**config.mk**
```make
export PLATFORM = sky130hd
export DESIGN_NAME = student_iic_ctrl_reg_top
export DESIGN_NICKNAME = d
export VERILOG_FILES = /design/src/rtl/student_iic_ctrl_reg_pkg.sv /design/src/rtl/tlul_pkg.sv /design/src/rtl/student_iic_ctrl_subreg.sv /design/src/rtl/student_iic_ctrl_reg_top.sv
export SDC_FILE = /design/constraint.sdc
export NUM_CORES = 1
export LEC_CHECK = 0
export CAP_MARGIN = 20
export CORE_AREA = 4 4 52 54
export DETAILED_ROUTE_END_ITERATION = 7
export DIE_AREA = 0 0 56 58
export DONT_BUFFER_PORTS = 1
export PLACE_DENSITY = 0.61
export SLEW_MARGIN = 5
export SYNTH_ARGS = -nofsm -noshare
export SYNTH_HDL_FRONTEND = slang
export SYNTH_HIERARCHICAL = 1
export SYNTH_SLANG_ARGS = --single-unit
```
**constraint.sdc**
```tcl
create_clock -name clk_i -period 1.8 [get_ports clk_i]
set_input_delay 0.18 -clock clk_i [delete_from_list [all_inputs] [get_ports clk_i]]
set_output_delay 0.18 -clock clk_i [all_outputs]
set_load 0.05 [all_outputs]
```
**src/rtl/student_iic_ctrl_reg_pkg.sv**
```systemverilog
// Register map, access types and hw interface structs of the IIC control block.
package student_iic_ctrl_reg_pkg;

    localparam int unsigned BlockAw = 4;
    localparam int unsigned NumRegs = 4;

    localparam logic [BlockAw-1:0] STUDENT_IIC_CTRL_SDA_EN_OFFSET   = 4'h0;
    localparam logic [BlockAw-1:0] STUDENT_IIC_CTRL_SCL_EN_OFFSET   = 4'h4;
    localparam logic [BlockAw-1:0] STUDENT_IIC_CTRL_SDA_READ_OFFSET = 4'h8;
    localparam logic [BlockAw-1:0] STUDENT_IIC_CTRL_SCL_READ_OFFSET = 4'hc;

    typedef enum logic {
        AccRw = 1'b0,
        AccRo = 1'b1
    } access_e;

    localparam logic [BlockAw-1:0] RegOffsets [NumRegs] = '{
        STUDENT_IIC_CTRL_SDA_EN_OFFSET,
        STUDENT_IIC_CTRL_SCL_EN_OFFSET,
        STUDENT_IIC_CTRL_SDA_READ_OFFSET,
        STUDENT_IIC_CTRL_SCL_READ_OFFSET
    };

    localparam access_e RegAccess [NumRegs] = '{AccRw, AccRw, AccRo, AccRo};

    typedef struct packed {
        logic q;
        logic qe;
    } student_iic_ctrl_reg2hw_en_reg_t;

    typedef struct packed {
        student_iic_ctrl_reg2hw_en_reg_t sda_en;
        student_iic_ctrl_reg2hw_en_reg_t scl_en;
    } student_iic_ctrl_reg2hw_t;

    typedef struct packed {
        logic d;
    } student_iic_ctrl_hw2reg_read_reg_t;

    typedef struct packed {
        student_iic_ctrl_hw2reg_read_reg_t sda_read;
        student_iic_ctrl_hw2reg_read_reg_t scl_read;
    } student_iic_ctrl_hw2reg_t;

endpackage

```
**src/rtl/tlul_pkg.sv**
```systemverilog
// TL-UL bus types and opcode constants shared by register blocks.
package tlul_pkg;

    localparam int unsigned TL_AW  = 32;
    localparam int unsigned TL_DW  = 32;
    localparam int unsigned TL_DBW = 4;
    localparam int unsigned TL_SZW = 2;
    localparam int unsigned TL_AIW = 8;

    // A-channel opcodes
    localparam logic [2:0] PutFullData    = 3'h0;
    localparam logic [2:0] PutPartialData = 3'h1;
    localparam logic [2:0] Get            = 3'h4;

    // D-channel opcodes
    localparam logic [2:0] AccessAck      = 3'h0;
    localparam logic [2:0] AccessAckData  = 3'h1;

    typedef struct packed {
        logic              a_valid;
        logic [2:0]        a_opcode;
        logic [TL_AW-1:0]  a_address;
        logic [TL_DW-1:0]  a_data;
        logic [TL_DBW-1:0] a_mask;
        logic [TL_SZW-1:0] a_size;
        logic [TL_AIW-1:0] a_source;
        logic              d_ready;
    } tl_h2d_t;

    typedef struct packed {
        logic              a_ready;
        logic              d_valid;
        logic [2:0]        d_opcode;
        logic [TL_DW-1:0]  d_data;
        logic              d_error;
        logic [TL_SZW-1:0] d_size;
        logic [TL_AIW-1:0] d_source;
    } tl_d2h_t;

endpackage

```
**src/rtl/student_iic_ctrl_subreg.sv**
```systemverilog
// 1-bit software-writable register with a registered write strobe.
// Ports: clk_i, rst_ni (async active-low), we/wd write strobe and data,
//        q register value, qe one-cycle pulse aligned with the updated q.
module student_iic_ctrl_subreg #(
    parameter logic RESVAL = 1'b0
) (
    input  logic clk_i,
    input  logic rst_ni,
    input  logic we,
    input  logic wd,
    output logic q,
    output logic qe
);

    // Value and strobe update on the same edge so qe marks the new q.
    always_ff @(posedge clk_i or negedge rst_ni) begin
        if (!rst_ni) begin
            q  <= RESVAL;
            qe <= 1'b0;
        end else begin
            qe <= we;
            if (we) begin
                q <= wd;
            end
        end
    end

endmodule

```
**src/rtl/student_iic_ctrl_reg_top.sv**
```systemverilog
// TL-UL register block for the IIC controller: two RW enables, two RO pin reads.
// Ports: clk_i, rst_ni (async active-low), tl_i/tl_o TL-UL device port,
//        reg2hw enable values + strobes, hw2reg pin samples,
//        devmode_i selects error responses for unmapped/illegal accesses.
// Build option: STUDENT_IIC_CTRL_RO_WR_ERR_EN makes writes to RO registers error.
module student_iic_ctrl_reg_top
    import tlul_pkg::*;
    import student_iic_ctrl_reg_pkg::*;
(
    input  logic                     clk_i,
    input  logic                     rst_ni,
    input  tl_h2d_t                  tl_i,
    output tl_d2h_t                  tl_o,
    output student_iic_ctrl_reg2hw_t reg2hw,
    input  student_iic_ctrl_hw2reg_t hw2reg,
    input  logic                     devmode_i
);

    typedef enum logic {
        StIdle = 1'b0,
        StRsp  = 1'b1
    } state_e;

    state_e state_q, state_d;
    logic   accept;

    logic [NumRegs-1:0] addr_hit;
    logic               is_get, is_put, op_ok, mapped, ro_hit;
    logic               rd_bit, ro_wr_err;
    logic               rsp_err_d;
    logic [TL_DW-1:0]   rsp_data_d;
    logic [2:0]         rsp_op_d;

    logic               rsp_err_q;
    logic [TL_DW-1:0]   rsp_data_q;
    logic [2:0]         rsp_op_q;
    logic [TL_SZW-1:0]  rsp_size_q;
    logic [TL_AIW-1:0]  rsp_source_q;

    logic sda_we, scl_we;

    // Transaction state register
    always_ff @(posedge clk_i or negedge rst_ni) begin
        if (!rst_ni) begin
            state_q <= StIdle;
        end else begin
            state_q <= state_d;
        end
    end

    // One outstanding transaction: accept only while no response is pending.
    always_comb begin
        state_d = state_q;
        accept  = 1'b0;
        unique case (state_q)
            StIdle: begin
                if (tl_i.a_valid) begin
                    accept  = 1'b1;
                    state_d = StRsp;
                end
            end
            StRsp: begin
                if (tl_i.d_ready) begin
                    state_d = StIdle;
                end
            end
            default: state_d = StIdle;
        endcase
    end

    // Address/opcode decode and response formation
    always_comb begin
        addr_hit = '0;
        ro_hit   = 1'b0;
        for (int i = 0; i < int'(NumRegs); i++) begin
            addr_hit[i] = (tl_i.a_address[BlockAw-1:2] == RegOffsets[i][BlockAw-1:2]);
            if (addr_hit[i] && (RegAccess[i] == AccRo)) begin
                ro_hit = 1'b1;
            end
        end
        mapped = |addr_hit;
        is_get = (tl_i.a_opcode == Get);
        is_put = (tl_i.a_opcode == PutFullData) || (tl_i.a_opcode == PutPartialData);
        op_ok  = is_get || is_put;

        rd_bit = 1'b0;
        if (addr_hit[0]) rd_bit = reg2hw.sda_en.q;
        if (addr_hit[1]) rd_bit = reg2hw.scl_en.q;
        if (addr_hit[2]) rd_bit = hw2reg.sda_read.d;
        if (addr_hit[3]) rd_bit = hw2reg.scl_read.d;

`ifdef STUDENT_IIC_CTRL_RO_WR_ERR_EN
        ro_wr_err = is_put && ro_hit;
`else
        ro_wr_err = 1'b0;
`endif

        rsp_err_d  = (!op_ok || !mapped) ? devmode_i : ro_wr_err;
        rsp_data_d = (is_get && mapped) ? TL_DW'(rd_bit) : '0;
        rsp_op_d   = is_get ? AccessAckData : AccessAck;
    end

    // Response payload captured on acceptance, held until consumed
    always_ff @(posedge clk_i or negedge rst_ni) begin
        if (!rst_ni) begin
            rsp_err_q    <= 1'b0;
            rsp_data_q   <= '0;
            rsp_op_q     <= AccessAck;
            rsp_size_q   <= '0;
            rsp_source_q <= '0;
        end else if (accept) begin
            rsp_err_q    <= rsp_err_d;
            rsp_data_q   <= rsp_data_d;
            rsp_op_q     <= rsp_op_d;
            rsp_size_q   <= tl_i.a_size;
            rsp_source_q <= tl_i.a_source;
        end
    end

    assign sda_we = accept && is_put && addr_hit[0] && tl_i.a_mask[0];
    assign scl_we = accept && is_put && addr_hit[1] && tl_i.a_mask[0];

    student_iic_ctrl_subreg #(.RESVAL(1'b0)) u_sda_en (
        .clk_i  (clk_i),
        .rst_ni (rst_ni),
        .we     (sda_we),
        .wd     (tl_i.a_data[0]),
        .q      (reg2hw.sda_en.q),
        .qe     (reg2hw.sda_en.qe)
    );

    student_iic_ctrl_subreg #(.RESVAL(1'b0)) u_scl_en (
        .clk_i  (clk_i),
        .rst_ni (rst_ni),
        .we     (scl_we),
        .wd     (tl_i.a_data[0]),
        .q      (reg2hw.scl_en.q),
        .qe     (reg2hw.scl_en.qe)
    );

    always_comb begin
        tl_o          = '0;
        tl_o.a_ready  = (state_q == StIdle);
        tl_o.d_valid  = (state_q == StRsp);
        tl_o.d_opcode = rsp_op_q;
        tl_o.d_data   = rsp_data_q;
        tl_o.d_error  = rsp_err_q;
        tl_o.d_size   = rsp_size_q;
        tl_o.d_source = rsp_source_q;
    end

    // Address bits above the block, byte lanes and data bits beyond bit 0 are don't-care.
    logic unused_tl;
    assign unused_tl = ^{tl_i.a_address[TL_AW-1:BlockAw], tl_i.a_address[1:0],
                         tl_i.a_data[TL_DW-1:1], tl_i.a_mask[TL_DBW-1:1]};

endmodule

```
==> results.md <==
Die:
- The initial utilization of the core area, before any placement, comes to 0.459.
- In this run the core area contains 17 standard-cell rows.
- The die area is 3250 um^2.
- The placeable core region is 2210 um^2.
- The number of ports placed on the die boundary is 140.
- The y dimension of the die is 58 um.
- The chip width is 56 um.

Clock tree:
- The worst-skew pair later-pin latency is 0.28 ns.
- In this run the number of H-tree levels came out at 1.
- TritonCTS built the clock tree.
- After clock tree synthesis, the clock-pin slew on the worst setup and hold paths is 0.10 ns.
- Once the clock tree was built, the setup fixing pass inserted 0 buffers.
- The maximum number of buffers from clock root to sink is 2.
- The root cell of the clock tree is sky130_fd_sc_hd__clkbuf_4.
- The CTS sink count is 18.
- The number of buffers created by CTS is 3.
- The number of gates resized after CTS was 0.

Logic synthesis:
- The sequential fraction of the synthesis area is 0.443.
- Of the total synthesized cell area, the portion taken by XOR and XNOR cells is 0.
- Yosys printed 6 warnings.
- The adder-cell share of the synthesized area is 0.
- The mean instance size in the synthesized netlist is 12.2 um^2.
- The number of register bits inferred by synthesis is 18.
- Measured against the total synthesized area, the mux share comes to 0.163.
- The combinational family with the most area after synthesis is buffers and inverters.
- The number of distinct library cells after synthesis is 16.
- The synthesized-area fraction occupied by and/or/nand/nor cells is 0.0690.
- The post-synthesis instance area is 1020 um^2.
- The synthesized-area fraction occupied by ao, oa, aoi and oai cells is 0.0333.
- The count of mapped cells out of synthesis is 83.

Worst setup path:
- The setup path with the least slack is of type reg -> out.
- STA classifies the critical path endpoint as an output port.
- Counting cells, the worst reg-to-reg path comes to 3.
- Data on the critical path is required at its endpoint by 1.62 ns.
- For the worst setup path, the data arrival time is 1.24 ns.
- In this run the worst path has a maximum fanout of 2.
- The type of origin of the critical path is a register.

Timing:
- Setup repair after global routing left no endpoint under its margin.
- Between clock sinks in the finished design, the worst skew comes to 0.00200 ns.
- The smallest clock period supported by the final layout is computed as 1.42 ns.
- The count of endpoints failing hold in the final timing report came to 0.
- The relative slew slack is 0.469.
- The share of the cycle needed by the critical path after routing is 0.786.
- For the final routed database, the setup TNS stands at 0 ns.
- The highest attainable clock frequency is 0.707 GHz.
- The final number of setup-violating endpoints is 0.
- The measured slew at the worst slew-check pin is 0.794 ns.
- The count of final max-slew check failures was 0.

Placed design:
- During placement, the flow inserted port buffers numbering 0.
- The placer's final routability congestion estimate is 0.651.
- Once detailed placement completed, the half-perimeter wirelength came to 1380 um.

Drt:
- In the final routed layout, each cell accounts on average for 15.1 um.
- After detailed routing, the total wire length is 1770 um.
- The final antenna-violating net count is 0.
- The number of violations reported at the end of detailed-routing iteration 0 is 5.
- The via count normalized by instance count is 4.38.
- The iteration count of the initial detailed-routing pass is 3.
- For this run, design rule violations remaining after detail routing come to 0.
- The number of vias after detailed routing is 512.

GRT:
- The overall global routing resource usage is 0.106.
- Entering global routing, the biggest net connects 19 pins.
- The via count of the first global-routing pass is 528.
- The first global-routing pass estimated 2630 um of wire.
- The initial antenna violation count came to 0.
- For this run the aggregate overflow at the end of global routing stands at 0.

Power:
- The peak ir drop on the vdd network is 779 uV.
- The post-layout total power is 1.31 mW.
- The total power divided by cell area is 1330 nW/um^2.
- The leakage power of the design is 0.497 nW.

Cells and area:
- The number of antenna diodes in the final layout is 0.
- The number of nets in the layout is 178.
- In the layout the commonest cells are 33 x sky130_fd_sc_hd__conb_1, 18 x sky130_fd_sc_hd__dfrtp_1, 10 x sky130_fd_sc_hd__mux2_2.
- The area growth from synthesis to layout is -3.08%.
- The ratio of cells with drive above 1 in the final layout is 0.281.
- The most common library cell in the layout ignoring fill and taps is sky130_fd_sc_hd__conb_1.

Flow run:
- The reported max-cap violation count is 0.

Min path:
- The hold path depth is 1.
- In this run the worst hold path is classified as in -> reg.

Outcome:
- The run finished with clean final reports.
## flip-flops by register name, summed over array words and instances (netlist names)
name	cells
rsp_source_q	8
u_sda_en/q	1
u_scl_en/q	1
rsp_err_q	1
u_scl_en/qe	1
u_sda_en/qe	1
state_q	1
rsp_data_q	1
rsp_size_q	2
rsp_op_q	1
## worst paths after layout
kind	startpoint	slack (ns)	end
max	state_q	0.38	tl_o[47]
min	tl_i[15]	0.03	u_scl_en/q
max reg2reg	state_q	0.47	u_sda_en/q
min reg2reg	u_scl_en/q	0.75	rsp_data_q[0]
max in group asynchronous	rst_ni	0.90	rsp_size_q[1]
min in group asynchronous	rst_ni	0.41	rsp_source_q[4]
## where the power goes
| group | internal [mW] | switching, mW | total [mW] | leakage (nW) |
|---|---|---|---|---|
| Clock | 0.123 | 0.117 | 0.240 | 0.0210 |
| Combinational | 0.0902 | 0.257 | 0.347 | 0.252 |
| Sequential | 0.470 | 0.256 | 0.725 | 0.223 |
| Total | 0.683 | 0.629 | 1.31 | 0.497 |
## critical path, cell delays in order, from the launching register on
cell and delay [ns]:
sky130_fd_sc_hd__dfrtp_1 0.39, sky130_fd_sc_hd__buf_4 0.19, sky130_fd_sc_hd__inv_1 0.37
## through the flow
stage,setup WS [ns],hold WS [ns],util,area [um^2],std cells
final,0.385,0.0339,0.445,985,117
after global routing,0.306,0.000458,0.445,985,117
after CTS,0.361,0.0170,0.441,975,116
after detailed placement,0.443,-0.115,0.411,908,109
after global placement,0.455,-0.115,0.411,908,109
after floorplan,0.418,-0.116,-,1140,115
## cells by family after synthesis
family	Yosys count
buffers and inverters	39
other	1
DFF	18
and+or+nand+nor	7
muxes	13
AOI/OAI and AO/OA	5
## layer usage
metal,track usage,vias to the layer above,part of all wire
met5,0,-,0
met4,0.0508,0,0.015
met3,0.0668,2,0.20
met2,0.150,60,0.40
met1,0.125,232,0.38
li1,-,218,-
## cell usage after synthesis
cell type | number | area [um^2]
sky130_fd_sc_hd__buf_4 | 35 | 263
sky130_fd_sc_hd__dfrtp_1 | 18 | 450
sky130_fd_sc_hd__buf_6 | 2 | 22.5
sky130_fd_sc_hd__or4b_4 | 1 | 13.8
sky130_fd_sc_hd__mux2_4 | 2 | 30.0
sky130_fd_sc_hd__nand2_1 | 2 | 7.51
sky130_fd_sc_hd__conb_1 | 1 | 3.75
sky130_fd_sc_hd__nand2b_4 | 1 | 13.8
sky130_fd_sc_hd__nor4b_2 | 1 | 15.0
sky130_fd_sc_hd__mux2_2 | 10 | 113
sky130_fd_sc_hd__nor3_2 | 2 | 20.0
sky130_fd_sc_hd__mux4_2 | 1 | 22.5
sky130_fd_sc_hd__a21o_1 | 2 | 15.0
sky130_fd_sc_hd__inv_1 | 2 | 7.51
sky130_fd_sc_hd__o21ai_0 | 2 | 10.0
sky130_fd_sc_hd__a22o_1 | 1 | 8.76
## timing repair
item | CTS | global route
endpoints found under the hold margin | 21 | 1
endpoints found under the setup margin | 0 | 0
hold buffers | 3 | 1
## final cells by class
type | count | area [um^2]
clock buffer | 4 | 36.3
fill | 206 | 1230
multi-input combinational | 58 | 393
inverter | 2 | 7.51
sequential | 18 | 450
timing repair buffer | 7 | 62.6
tap | 28 | 35.0
Power figures use the tool's default switching activity.
